## config.mk

```make
export PLATFORM = sky130hd
export DESIGN_NAME = uart_cmd_decoder
export DESIGN_NICKNAME = d
export VERILOG_FILES = /design/src/rtl/uart_cmd_decoder.sv
export SDC_FILE = /design/constraint.sdc
export NUM_CORES = 1
export LEC_CHECK = 0
export ABC_AREA = 1
export CAP_MARGIN = 20
export CORE_UTILIZATION = 61
export CTS_BUF_LIST = sky130_fd_sc_hd__clkbuf_4 sky130_fd_sc_hd__clkbuf_8 sky130_fd_sc_hd__clkbuf_16
export CTS_CLUSTER_DIAMETER = 40
export DETAILED_ROUTE_END_ITERATION = 6
export GPL_TIMING_DRIVEN = 0
export PLACE_DENSITY = 0.95
export SYNTH_ARGS = -nofsm -noshare
export SYNTH_HDL_FRONTEND = slang
export SYNTH_SLANG_ARGS = --single-unit
export TNS_END_PERCENT = 5
```

## constraint.sdc

```tcl
create_clock -name clk -period 6.7 [get_ports clk]
set_input_delay 1.005 -clock clk [delete_from_list [all_inputs] [get_ports clk]]
set_output_delay 1.005 -clock clk [all_outputs]
set_load 0.05 [all_outputs]
```

## src/rtl/uart_cmd_decoder.sv

```systemverilog
// Byte-level framer for 4-byte write frames (SYNC, ADDR, DATA, CSUM) received from a UART.
// Good frames strobe a register write and answer ACK; corrupt frames answer NAK.
module uart_cmd_decoder #(
  parameter logic [7:0]  SYNC    = 8'h55,
  parameter logic [7:0]  ACK     = 8'h06,
  parameter logic [7:0]  NAK     = 8'h15,
  parameter logic [19:0] TIMEOUT = 20'd500000
) (
  input  logic       clk,
  input  logic       nRst,
  input  logic       rx_valid,
  input  logic [7:0] rx_data,
  input  logic       tx_busy,
  output logic       tx_start,
  output logic [7:0] tx_data,
  output logic       wr_en,
  output logic [7:0] wr_addr,
  output logic [7:0] wr_data,
  output logic       frame_err,
  output logic       busy
);

  typedef enum logic [2:0] {
    S_SYNC, S_ADDR, S_DATA, S_CSUM, S_RESP, S_WAIT
  } state_e;

  state_e      state_q, state_d;
  logic [19:0] cnt_q, cnt_d;
  logic [7:0]  addr_q, addr_d, data_q, data_d, resp_q, resp_d;
  logic [7:0]  tx_data_q, tx_data_d, wr_addr_q, wr_addr_d, wr_data_q, wr_data_d;
  logic        tx_start_q, tx_start_d, wr_en_q, wr_en_d;
  logic        frame_err_q, frame_err_d, busy_q, busy_d;

  logic [7:0]  sum;
  logic        csum_ok, expire;
  logic [7:0]  resp;

  always_comb begin
    // NOTE: every combinational output gets a default first so no path can infer a latch.
    state_d     = state_q;
    addr_d      = addr_q;
    data_d      = data_q;
    resp_d      = resp_q;
    tx_data_d   = tx_data_q;
    wr_addr_d   = wr_addr_q;
    wr_data_d   = wr_data_q;
    tx_start_d  = 1'b0;
    wr_en_d     = 1'b0;
    frame_err_d = 1'b0;
    sum         = addr_q + data_q;
    csum_ok     = (rx_data == ~sum);
    resp        = csum_ok ? ACK : NAK;
    // A byte arriving on the expiry cycle takes priority over the timeout.
    expire      = (cnt_q == TIMEOUT) && !rx_valid;

    unique case (state_q)
      S_SYNC: if (rx_valid && rx_data == SYNC) state_d = S_ADDR;
      S_ADDR: begin
        if (rx_valid) begin
          addr_d  = rx_data;
          state_d = S_DATA;
        end else if (expire) begin
          frame_err_d = 1'b1;
          state_d     = S_SYNC;
        end
      end
      S_DATA: begin
        if (rx_valid) begin
          data_d  = rx_data;
          state_d = S_CSUM;
        end else if (expire) begin
          frame_err_d = 1'b1;
          state_d     = S_SYNC;
        end
      end
      S_CSUM: begin
        if (rx_valid) begin
          if (csum_ok) begin
            wr_en_d   = 1'b1;
            wr_addr_d = addr_q;
            wr_data_d = data_q;
          end else begin
            frame_err_d = 1'b1;
          end
          resp_d = resp;
          // Idle transmitter: skip S_RESP so the response starts alongside the strobe.
          if (!tx_busy) begin
            tx_start_d = 1'b1;
            tx_data_d  = resp;
            state_d    = S_WAIT;
          end else begin
            state_d = S_RESP;
          end
        end else if (expire) begin
          frame_err_d = 1'b1;
          state_d     = S_SYNC;
        end
      end
      S_RESP: begin
        if (expire) begin
          state_d = S_SYNC;
        end else if (!tx_busy) begin
          tx_start_d = 1'b1;
          tx_data_d  = resp_q;
          state_d    = S_WAIT;
        end
      end
      S_WAIT:  if (tx_busy || expire) state_d = S_SYNC;
      default: state_d = S_SYNC;
    endcase

    if (rx_valid || state_d == S_SYNC) cnt_d = '0;
    else if (cnt_q != TIMEOUT)         cnt_d = cnt_q + 20'd1;
    else                               cnt_d = cnt_q;

    busy_d = (state_d != S_SYNC);
  end

  // NOTE: sequential state uses non-blocking assignments so all flops update from pre-edge values.
  always_ff @(posedge clk or negedge nRst) begin
    if (!nRst) begin
      state_q     <= S_SYNC;
      cnt_q       <= '0;
      addr_q      <= '0;
      data_q      <= '0;
      resp_q      <= '0;
      tx_data_q   <= '0;
      wr_addr_q   <= '0;
      wr_data_q   <= '0;
      tx_start_q  <= 1'b0;
      wr_en_q     <= 1'b0;
      frame_err_q <= 1'b0;
      busy_q      <= 1'b0;
    end else begin
      state_q     <= state_d;
      cnt_q       <= cnt_d;
      addr_q      <= addr_d;
      data_q      <= data_d;
      resp_q      <= resp_d;
      tx_data_q   <= tx_data_d;
      wr_addr_q   <= wr_addr_d;
      wr_data_q   <= wr_data_d;
      tx_start_q  <= tx_start_d;
      wr_en_q     <= wr_en_d;
      frame_err_q <= frame_err_d;
      busy_q      <= busy_d;
    end
  end

  assign tx_start  = tx_start_q;
  assign tx_data   = tx_data_q;
  assign wr_en     = wr_en_q;
  assign wr_addr   = wr_addr_q;
  assign wr_data   = wr_data_q;
  assign frame_err = frame_err_q;
  assign busy      = busy_q;

endmodule

```

==> impl_table.tex, run 1 <==
\begin{tabular}{lr}
\hline
Metric & Value \\
\hline
\multicolumn{2}{l}{\textbf{STA}} \\
Min Tclk post-route & 2.70 ns \\
Endpoints failing setup & 0 \\
Pins over their slew limit & 0 \\
Worst slew margin relative to its limit & 0.629 \\
Final count of hold timing violations & 0 \\
Final clock period utilization by the worst path & 0.403 \\
Maximum achievable frequency & $\sim$0.37 GHz \\
Final total negative setup slack & 0 ns \\
Worst clock skew & 0.00829 ns \\
Fin worst setup slack & 4.00 ns \\
Tightest Pin Transition & $\sim$0.56 ns \\
RSZ-0062 raised after global routing & false \\
\multicolumn{2}{l}{\textbf{Global route}} \\
Number of global-route vias before repair & roughly 3200 \\
Total routing resource utilization after global routing & 0.307 \\
GR Util met1 & 0.355 \\
Global-route met3 utilization & 0.0540 \\
Largest net degree at the start of global routing & 43 \\
Layer with the highest usage & met2 \\
Global routing met2 resource utilization & 0.536 \\
Initial antenna violation count & 0 \\
Overall overflow remaining after global route & 0 \\
Wire length of the first global-routing pass & 14500 um \\
\multicolumn{2}{l}{\textbf{CTS}} \\
Hold Buf Count CTS & 0 \\
Number of buffers inserted to repair setup after CTS & 0 \\
Number of levels in the clock H-tree & 3 \\
Post-cts sizing count & 0 \\
Clock buffer count from CTS & 9 \\
CTS clk-pin slew, worst paths & about 0.06 ns \\
Skew-Pair Late Insertion Delay & $\sim$0.34 ns \\
Root buffer cell & clkbuf\_8 \\
Clock tree from TritonCTS & done \\
Maximum clock path buffer count & 2 \\
CTS sink cnt & 65 \\
\multicolumn{2}{l}{\textbf{Synth}} \\
Leading cell type by number of instances after synthesis & nand2\_1 \\
Instance count of the mapped netlist & 457 \\
Synth cell types & 39 \\
Share of the yosys chip area belonging to registers & 0.450 \\
Number of synthesized register bits & 65 \\
Mean Syn Cell Area & about 8 um2 \\
Number of enable flip-flop cells after synthesis & 0 \\
Fraction of synthesis flops using an asynchronous set or reset pin & 1.00 \\
Top area cells in the synthesized netlist & dfrtp\_1 45\%, nand2\_1 13\%, inv\_1 6.4\% \\
Top cells by count, synth & 129 x nand2\_1, 65 x dfrtp\_1, 62 x inv\_1 \\
Fraction of post-synthesis cell area in the top cell type by area & 0.450 \\
Cell Area, Synth & 3610 um2 \\
Primary FF master, synth & dfrtp\_1 \\
Top cell type by total area after synthesis & dfrtp\_1 \\
Yosys warns & 0 \\
\multicolumn{2}{l}{\textbf{Finish}} \\
Share of post-route cells with drive strength above 1 & 0.0959 \\
Fillcell total & between 300 and 400 \\
Post-layout net count & between 500 and 600 \\
P\&R area growth vs syn & 18.4\% \\
Inserted Diodes & 0 \\
\multicolumn{2}{l}{\textbf{Detailed routing}} \\
Mean number of vias per cell & about 5.6 \\
Number of nets with antenna violations after detailed routing & 0 \\
Post-route DRC & 0 \\
Routed via count & approximately 3300 \\
DR WL/cell & around 14 um \\
First-pass iteration count of the detailed router & 5 \\
DRT Wirelength & a little over 8000 um \\
Number of DRC violations after detailed-routing iteration 0 & 296 \\
\multicolumn{2}{l}{\textbf{Floorplan}} \\
Number of rows created at floorplan & 27 \\
Core Area & 5610 um2 \\
Total die area & 6240 um2 \\
Width of the chip & 79.0 um \\
Die Height & between 70 and 80 um \\
Count of boundary I/O pins & 40 \\
Starting density of the core & 0.645 \\
\multicolumn{2}{l}{\textbf{Worst setup path}} \\
Launching element type of the critical path & input pin \\
Delay of the slowest critical-path stage & 0.61 ns \\
Slowest-stage cell, CP & clkdlybuf4s50\_1 \\
Crit Path Max Fanout & 10 \\
Data required time of the critical path & 6.92 ns \\
Cell occurring most often along the worst timing path & nand2\_1 \\
CP cell instances & clkdlybuf4s50\_1 -> inv\_1 -> nand3\_1 -> a22oi\_1 -> o21ai\_1 -> nand2\_1 -> nor2\_1 -> nand2\_1 -> nand2\_1 -> buf\_6 -> nor2\_1 \\
Reg-to-Reg Start & data\_q[0] \\
Endpoint arrival time on the critical path & just under 3 ns \\
Launch point of the worst path & rx\_valid \\
Path type of the worst setup path & input pin to register \\
Element type at the critical path end & register \\
\multicolumn{2}{l}{\textbf{Min path}} \\
Hold path startpoint & wr\_addr[4] \\
Class of the worst hold path & register to register \\
\multicolumn{2}{l}{\textbf{Outcome}} \\
Result of the run & finished, final reports clean \\
\multicolumn{2}{l}{\textbf{Placed design}} \\
IO Port Bufs & 35 \\
Weighted congestion at the end of routability-driven global placement & $\sim$0.93 \\
Final HPWL DP & a little under 6000 um \\
Pre-CTS WS & 3.74 ns \\
\multicolumn{2}{l}{\textbf{Flow run}} \\
Max-cap viol count & 0 \\
\multicolumn{2}{l}{\textbf{Power}} \\
Worst VDD drop & between 0.2 and 0.3 mV \\
Leakage power summed over all cells & around 2.2 nW \\
Power per cell area & $\sim$370 nW/um2 \\
\hline
\end{tabular}
[final timing paths]
kind,endpoint,slack [ns],cells after the start
worst max-delay path,cnt_q[12],4.00,11
worst min-delay path,wr_addr[4],0.47,2
worst max register to register,wr_addr[0],4.19,16
worst min register to register,wr_addr[4],0.47,2
max in group asynchronous,cnt_q[18],5.46,2
min in group asynchronous,tx_data[0],0.64,1
[per-stage QoR]
stage	util	hold slack (ns)	area [um2]	std cells	total power, mW
finish	0.763	0.474	4280	583	1.56
global route	0.763	0.497	4280	583	1.67
CTS	0.763	0.476	4280	583	1.55
detailed placement	0.728	0.458	4080	568	1.21
global placement	0.725	0.451	4070	567	1.17
floorplan	-	0.434	3630	460	1.04
[cells by family (layout without fill, tap and decap cells)]
| kind of cell | Yosys count | after routing | share of synthesized area |
|---|---|---|---|
| AOI/OAI and AO/OA | 29 | 29 | 0.0447 |
| xor gates and xnor gates | 19 | 19 | 0.0460 |
| buffers and inverters | 79 | 130 | 0.0952 |
| adders and majority gates | 10 | 10 | 0.0367 |
| DFF | 65 | 65 | 0.450 |
| other | 1 | 4 | 0.00104 |
| and+or+nand+nor | 254 | 254 | 0.326 |
[power breakdown]
part	leakage [nW]	internal [mW]	switching [mW]
clock	0.106	0.193	0.142
combinational	1.19	0.231	0.451
sequential	0.872	0.468	0.0781
total	2.17	0.892	0.671
[sequential cells by signal, indices dropped and copies added (netlist names)]
signal and count:
wr_en 1, busy 1, resp_q 3, tx_data 3, frame_err 1, addr_q 8, tx_start 1, data_q 8
state_q 3, cnt_q 20, wr_addr 8, wr_data 8
[area by class of cell]
type | instances | area [um2] | share of cell area
multi-input combinational | 316 | 1660 | 0.387
sequential | 65 | 1630 | 0.380
timing repair buffer | 36 | 365 | 0.0854
inverter | 65 | 244 | 0.0570
clock buffer | 12 | 159 | 0.0371
buffer | 14 | 100 | 0.0234
tap | 72 | 90.1 | 0.0210
clock inverter | 3 | 40.0 | 0.00935
[layout by cell type (no fill, tap or decap), types with 7 or more instances in the layout]
| cell type | instances |
|---|---|
| nand2_1 | 129 |
| dfrtp_1 | 65 |
| inv_1 | 62 |
| nor2_1 | 40 |
| clkdlybuf4s50_1 | 34 |
| nand3_1 | 33 |
| nand4_1 | 22 |
| o21ai_0 | 19 |
| xor2_1 | 12 |
| clkbuf_8 | 11 |
| ha_1 | 9 |
| xnor2_1 | 7 |
[per-layer routing]
metal,up-vias,part of all wire
met5,-,0
met4,0,0.043
met3,42,0.055
met2,154,0.51
met1,1507,0.40
li1,1554,-
[worst max-delay path: cells and delay by family]
| family | cells | cell delay [ns] |
|---|---|---|
| buffers and inverters | 3 | 0.99 |
| AO/OA/AOI/OAI | 2 | 0.22 |
| AND/OR/NAND/NOR | 6 | 0.70 |
Power figures use the tool's default switching activity.
==> inputs of run 2 (changes only) <==
Settings changed: CORE_UTILIZATION 61 to 51, PLACE_DENSITY 0.95 to 0.87.
Clock period 6.7 ns to 2.2 ns, I/O delays scaled along.
==> run 2 against run 1 <==
Compared with the run above:
- the run now ends with setup timing left
- register-to-register slack got worse by 4.3 ns
- core utilization is 11 points lower
- die area increased by 19%
- power rose to 3.1 times the previous value
- global-route usage down 6.1 points
- non-clock buffer count grew 7
- clock power rose to 3.1 times the previous value
- clock skew fell by 0.0024 ns
- cell count is 5.5% higher
- largest power group unchanged
==> impl_table.tex, run 2 (synthesis gave the netlist of run 1 again) <==
\begin{tabular}{lr}
\hline
Metric & Value \\
\hline
\multicolumn{2}{l}{\textbf{Outcome}} \\
Result of the run & finished with violations \\
Violations in the final reports & setup timing \\
\multicolumn{2}{l}{\textbf{Worst setup path}} \\
Crit Path Max Fanout & 4 \\
Endpoint arrival time on the critical path & 2.56 ns \\
Launching element type of the critical path & register \\
Data required time of the critical path & 2.43 ns \\
Family with the most delay on the worst path & simple AND/OR/NAND/NOR gates \\
Element type at the critical path end & register \\
Internal reg-to-reg setup slack & -0.13 ns \\
Delay of the slowest critical-path stage & around 0.52 ns \\
Path type of the worst setup path & register to register \\
Reg-to-Reg Start & addr\_q[0] \\
Depth of the worst register-to-register path & 14 \\
Cell occurring most often along the worst timing path & nand2\_1 \\
Reg2reg end & wr\_data[5] \\
Buffer and inverter count on the worst path & 3 \\
Slowest-stage cell, CP & fa\_2 \\
CP cell instances & ha\_4 -> inv\_2 -> fa\_2 -> xnor2\_1 -> nand3\_1 -> nor2\_1 -> nand2\_1 -> inv\_2 -> nand3\_4 -> nor2\_8 -> nand3\_4 -> buf\_4 -> nand2\_1 -> nand2\_1 \\
\multicolumn{2}{l}{\textbf{STA}} \\
Fin worst setup slack & -0.131 ns \\
Min Tclk post-route & about 2.3 ns \\
Final count of hold timing violations & 0 \\
Worst clock skew & 0.00591 ns \\
Worst slew margin relative to its limit & 0.550 \\
Tightest Pin Transition & roughly 0.67 ns \\
Final clock period utilization by the worst path & 1.06 \\
Endpoints failing setup & 17 \\
RSZ-0062 raised after global routing & true \\
Maximum achievable frequency & roughly 0.43 GHz \\
Pins over their slew limit & 0 \\
\multicolumn{2}{l}{\textbf{Power}} \\
Power per cell area & 1100 nW/um2 \\
Leakage power summed over all cells & 2.20 nW \\
Part of the total power dissipated in the clock network & 0.212 \\
Internal power component & roughly 2.8 mW \\
Worst VDD drop & between 0.3 and 0.4 mV \\
Power after layout & between 4 and 5 mW \\
Net load switching power & 2.07 mW \\
Sw Ratio & 0.425 \\
Combinational share of power & 0.449 \\
Proportion of power drawn by flip-flops and latches & 0.340 \\
\multicolumn{2}{l}{\textbf{Floorplan}} \\
Width of the chip & approximately 86 um \\
Starting density of the core & 0.529 \\
Number of rows created at floorplan & 30 \\
Core Area & 6830 um2 \\
Count of boundary I/O pins & 40 \\
Die Height & roughly 86 um \\
Total die area & roughly 7400 um2 \\
\multicolumn{2}{l}{\textbf{CTS}} \\
Skew-Pair Late Insertion Delay & $\sim$0.34 ns \\
CTS clk-pin slew, worst paths & 0.07 ns \\
Number of levels in the clock H-tree & 3 \\
Clock buffer count from CTS & 9 \\
CTS sink cnt & 65 \\
Root buffer cell & clkbuf\_8 \\
Maximum clock path buffer count & 2 \\
Clock tree from TritonCTS & done \\
\multicolumn{2}{l}{\textbf{Detailed routing}} \\
DR WL/cell & between 10 and 15 um \\
First-pass iteration count of the detailed router & 5 \\
Routed via count & between 3000 and 4000 \\
DRT Wirelength & slightly above 8000 um \\
Post-route DRC & 0 \\
Number of nets with antenna violations after detailed routing & 0 \\
Mean number of vias per cell & around 5.2 \\
Number of DRC violations after detailed-routing iteration 0 & approximately 190 \\
\multicolumn{2}{l}{\textbf{Global route}} \\
Initial antenna violation count & 0 \\
Largest net degree at the start of global routing & 37 \\
Total routing resource utilization after global routing & 0.246 \\
Wire length of the first global-routing pass & around 14000 um \\
Number of global-route vias before repair & between 3000 and 4000 \\
Overall overflow remaining after global route & 0 \\
\multicolumn{2}{l}{\textbf{Finish}} \\
Post-layout net count & roughly 540 \\
Max reg flops & 20 \\
Post-Route Utilization & 0.649 \\
Fillcell total & around 540 \\
Inserted Diodes & 0 \\
Most used cells in the layout excluding fill and tap cells & 120 x nand2\_1, 65 x dfrtp\_1, 58 x inv\_1 \\
Commonest non-fill, non-tap cell in the layout & nand2\_1 \\
Share of post-route cells with drive strength above 1 & 0.143 \\
P\&R area growth vs syn & 22.7\% \\
Largest Register & cnt\_q \\
\multicolumn{2}{l}{\textbf{Placed design}} \\
Weighted congestion at the end of routability-driven global placement & roughly 0.94 \\
Pre-CTS WS & -0.346 ns \\
IO Port Bufs & 35 \\
Final HPWL DP & approximately 6000 um \\
\multicolumn{2}{l}{\textbf{Flow run}} \\
Max-cap viol count & 0 \\
\multicolumn{2}{l}{\textbf{Min path}} \\
Class of the worst hold path & input pin to asynchronous set/reset pin \\
\hline
\end{tabular}
run 2: changes by cell type in the layout (fill, tap and decap cells not counted), sizes merged:
cell    change
buf         +7
clkbuf      +1
run 2: final cells by class:
class / count / area, um2 / share of cell area
timing repair buffer: 43 / 425 / 0.0959
clock inverter: 3 / 40.0 / 0.00903
tap: 96 / 120 / 0.0271
buffer: 14 / 100 / 0.0226
sequential: 65 / 1630 / 0.367
clock buffer: 13 / 160 / 0.0361
inverter: 65 / 244 / 0.0550
multi-input combinational: 316 / 1720 / 0.387
run 2: timing repair:
item                                    CTS  global route
cloned                                    1             0
endpoints found under the setup margin   19            21
resized for setup                        14             7
buffers inserted                          6             0
hold buffers                              0             0
pin swaps                                 5             3
run 2: how the worst max path moves through the flow:
stage	start	endpoint	slack [ns]	cells after the start
2_1_floorplan	addr_q[0]	wr_addr[0]	0.0002	14
3_3_place_gp	nRst	cnt_q[8]	-1.20	1
3_5_place_dp	addr_q[0]	wr_addr[7]	-0.35	14
4_1_cts	data_q[0]	wr_data[1]	-0.11	14
5_1_grt	data_q[0]	wr_data[0]	-0.22	14
6_report	addr_q[0]	wr_data[5]	-0.13	14
run 2: routing by layer:
layer  part of all wire  vias up  GRT usage
li1                   -     1558          -
met5                  0        -          0
met3              0.056       17     0.0695
met2               0.51      109      0.421
met4              0.022        0      0.109
met1               0.41     1537      0.288
run 2: power groups by stage:
stage,clock network (mW),logic (mW),registers (mW)
after floorplan,0,1.42,1.74
after global placement,0,1.94,1.63
after detailed placement,0,2.03,1.65
after CTS,1.03,2.11,1.63
after global routing,1.09,2.42,1.68
final,1.03,2.18,1.65
run 2: metrics by stage:
stage	TNS, ns	hold slack [ns]	instance area [um2]	instances
2_1_floorplan	0	0.0344	3630	460
3_3_place_gp	-81.15	0.449	4100	591
3_5_place_dp	-4.37	0.395	4110	592
4_1_cts	-1.59	0.0340	4400	615
5_1_grt	-3.30	0.0692	4430	615
6_report	-2.00	0.0259	4430	615
==> inputs of run 3 (changes only) <==
Settings changed: RECOVER_POWER from default to 50, SETUP_SLACK_MARGIN from default to 0.15.
==> run 3 against run 2 <==
Compared with the run above:
- the run ends with capacitance limit, slew limit, setup timing left
- clock skew rose by 0.0078 ns
- hold slack better by 0.39 ns
- routed wire length is 5.0% lower
- via count down 0.99%
- register-to-register slack better by 0.04 ns
- sequential cell count stayed put
- core utilization down 0.57 points
- largest power group unchanged
==> impl_table.tex, run 3 (synthesis gave the netlist of run 1 again) <==
\begin{tabular}{lr}
\hline
Metric & Value \\
\hline
\multicolumn{2}{l}{\textbf{STA}} \\
Pins over their slew limit & 34 \\
RSZ-0062 raised after global routing & true \\
Worst clock skew & 0.0137 ns \\
Final total negative setup slack & -1.14 ns \\
Fin worst setup slack & -0.0901 ns \\
Final clock period utilization by the worst path & 1.04 \\
Min Tclk post-route & between 2 and 2.5 ns \\
Final count of hold timing violations & 0 \\
Worst slew margin relative to its limit & -0.150 \\
Tightest Pin Transition & 1.73 ns \\
Maximum achievable frequency & roughly 0.44 GHz \\
Endpoints failing setup & 16 \\
\multicolumn{2}{l}{\textbf{Min path}} \\
Class of the worst hold path & input pin to asynchronous set/reset pin \\
\multicolumn{2}{l}{\textbf{Detailed routing}} \\
Mean number of vias per cell & just over 5 \\
Number of DRC violations after detailed-routing iteration 0 & 260 \\
First-pass iteration count of the detailed router & 6 \\
DRT Wirelength & roughly 7900 um \\
DR WL/cell & 12.8 um \\
Number of nets with antenna violations after detailed routing & 0 \\
Post-route DRC & 0 \\
Routed via count & about 3200 \\
\multicolumn{2}{l}{\textbf{CTS}} \\
Skew-Pair Late Insertion Delay & approximately 0.36 ns \\
CTS sink cnt & 65 \\
Number of levels in the clock H-tree & 3 \\
Clock buffer count from CTS & 9 \\
Maximum clock path buffer count & 2 \\
Root buffer cell & clkbuf\_8 \\
Hold Buf Count CTS & 0 \\
CTS clk-pin slew, worst paths & $\sim$0.070 ns \\
Clock tree from TritonCTS & done \\
\multicolumn{2}{l}{\textbf{Floorplan}} \\
Count of boundary I/O pins & 40 \\
Die Height & between 80 and 90 um \\
Total die area & 7430 um2 \\
Width of the chip & roughly 86 um \\
Number of rows created at floorplan & 30 \\
Starting density of the core & 0.529 \\
Core Area & between 6000 and 7000 um2 \\
\multicolumn{2}{l}{\textbf{Worst setup path}} \\
Endpoint arrival time on the critical path & around 2.5 ns \\
Internal reg-to-reg setup slack & -0.09 ns \\
Reg-to-Reg Start & data\_q[0] \\
Slowest-stage cell, CP & fa\_2 \\
Buffer and inverter count on the worst path & 3 \\
CP cell instances & ha\_2 -> inv\_2 -> fa\_2 -> xnor2\_1 -> nand3\_1 -> nor2\_1 -> nand2\_1 -> inv\_2 -> nand3\_4 -> nor2\_8 -> nand3\_4 -> buf\_6 -> nand2\_1 -> nand2\_1 \\
Depth of the worst register-to-register path & 14 \\
Launching element type of the critical path & register \\
Launch point of the worst path & data\_q[0] \\
Crit Path Max Fanout & 10 \\
Family with the most delay on the worst path & adder cells \\
Reg2reg end & wr\_addr[0] \\
Path type of the worst setup path & register to register \\
Element type at the critical path end & register \\
Delay of the slowest critical-path stage & between 0.5 and 0.6 ns \\
Cell occurring most often along the worst timing path & nand2\_1 \\
Data required time of the critical path & between 2 and 2.5 ns \\
\multicolumn{2}{l}{\textbf{Global route}} \\
Number of global-route vias before repair & slightly above 3000 \\
Total routing resource utilization after global routing & 0.232 \\
Overall overflow remaining after global route & 0 \\
Initial antenna violation count & 0 \\
Largest net degree at the start of global routing & 34 \\
Wire length of the first global-routing pass & 13300 um \\
\multicolumn{2}{l}{\textbf{Finish}} \\
P\&R area growth vs syn & 21.6\% \\
Final Instance Area & 4400 um2 \\
Most used cells in the layout excluding fill and tap cells & 126 x nand2\_1, 65 x dfrtp\_1, 59 x inv\_1 \\
Post-layout instance count excluding filler cells & 615 \\
Post-Route Utilization & 0.643 \\
Share of post-route cells with drive strength above 1 & 0.133 \\
Inserted Diodes & 0 \\
FF+latch area & 1630 um2 \\
Largest Register & cnt\_q \\
Commonest non-fill, non-tap cell in the layout & nand2\_1 \\
Fillcell total & between 500 and 600 \\
Max reg flops & 20 \\
Post-layout net count & 536 \\
Area occupied by multi-input gates & about 1700 um2 \\
\multicolumn{2}{l}{\textbf{Placed design}} \\
Count of placed standard cells including taps & a little under 600 \\
Final HPWL DP & 5800 um \\
Placement-stage cell area & around 4100 um2 \\
IO Port Bufs & 35 \\
Weighted congestion at the end of routability-driven global placement & 0.912 \\
\multicolumn{2}{l}{\textbf{Power}} \\
Power after layout & 4.79 mW \\
Worst VDD drop & around 0.46 mV \\
Power per cell area & roughly 1100 nW/um2 \\
Leakage power summed over all cells & 2.19 nW \\
\multicolumn{2}{l}{\textbf{Flow run}} \\
Max-cap viol count & 1 \\
\multicolumn{2}{l}{\textbf{Outcome}} \\
Violations in the final reports & capacitance limit, slew limit, setup timing \\
Result of the run & finished with violations \\
\hline
\end{tabular}
## run 3: what timing repair did
action                     4_1_cts  5_1_grt
setup buffers                    6        1
pin swaps                        2        1
setup endpoints to repair       22       42
gates resized for setup          3        9
## run 3: worst max path at each step
| stage | end | slack, ns | cells after the start |
|---|---|---|---|
| 6_report | wr_addr[0] | -0.09 | 14 |
| 4_1_cts | wr_addr[0] | -0.07 | 14 |
| 3_5_place_dp | wr_addr[0] | -0.21 | 16 |
| 3_3_place_gp | cnt_q[8] | -1.20 | 1 |
| 5_1_grt | wr_addr[7] | -0.19 | 14 |
| 2_1_floorplan | wr_addr[0] | 0.03 | 14 |
## run 3: worst register-to-register path: stages (launching register included)
cell,delay [ns]
dfrtp_1,0.38
ha_2,0.22
inv_2,0.04
fa_2,0.52
xnor2_1,0.11
nand3_1,0.09
nor2_1,0.09
nand2_1,0.06
inv_2,0.08
nand3_4,0.08
nor2_8,0.13
nand3_4,0.10
buf_6,0.15
nand2_1,0.07
nand2_1,0.05
## run 3: area by class of cell
| class | count | area share |
|---|---|---|
| multi-input combinational | 316 | 0.384 |
| inverter | 65 | 0.0555 |
| sequential | 65 | 0.370 |
| clock inverter | 5 | 0.0139 |
| clock buffer | 11 | 0.0344 |
| buffer | 14 | 0.0228 |
| tap | 96 | 0.0273 |
| timing repair buffer | 43 | 0.0919 |
## run 3: where the power goes
part           total [mW]  internal [mW]  switching (mW)
clock network        1.07          0.592           0.474
logic                2.08          0.739            1.34
registers            1.64           1.42           0.219
## run 3: stage by stage
stage	hold slack (ns)	worst slack [ns]
global route	0.482	-0.194
global placement	0.450	-1.20
finish	0.417	-0.0901
detailed placement	0.445	-0.213
CTS	0.0643	-0.0674
floorplan	0.0344	0.0306
## run 3: routing by layer
layer / vias to the layer above / global-route usage / wire, um
li1: 1561 / - / -
met4: 0 / 0.117 / 260
met3: 27 / 0.0590 / 410
met5: - / 0 / 0
met1: 1480 / 0.265 / 3170
met2: 121 / 0.405 / 4020
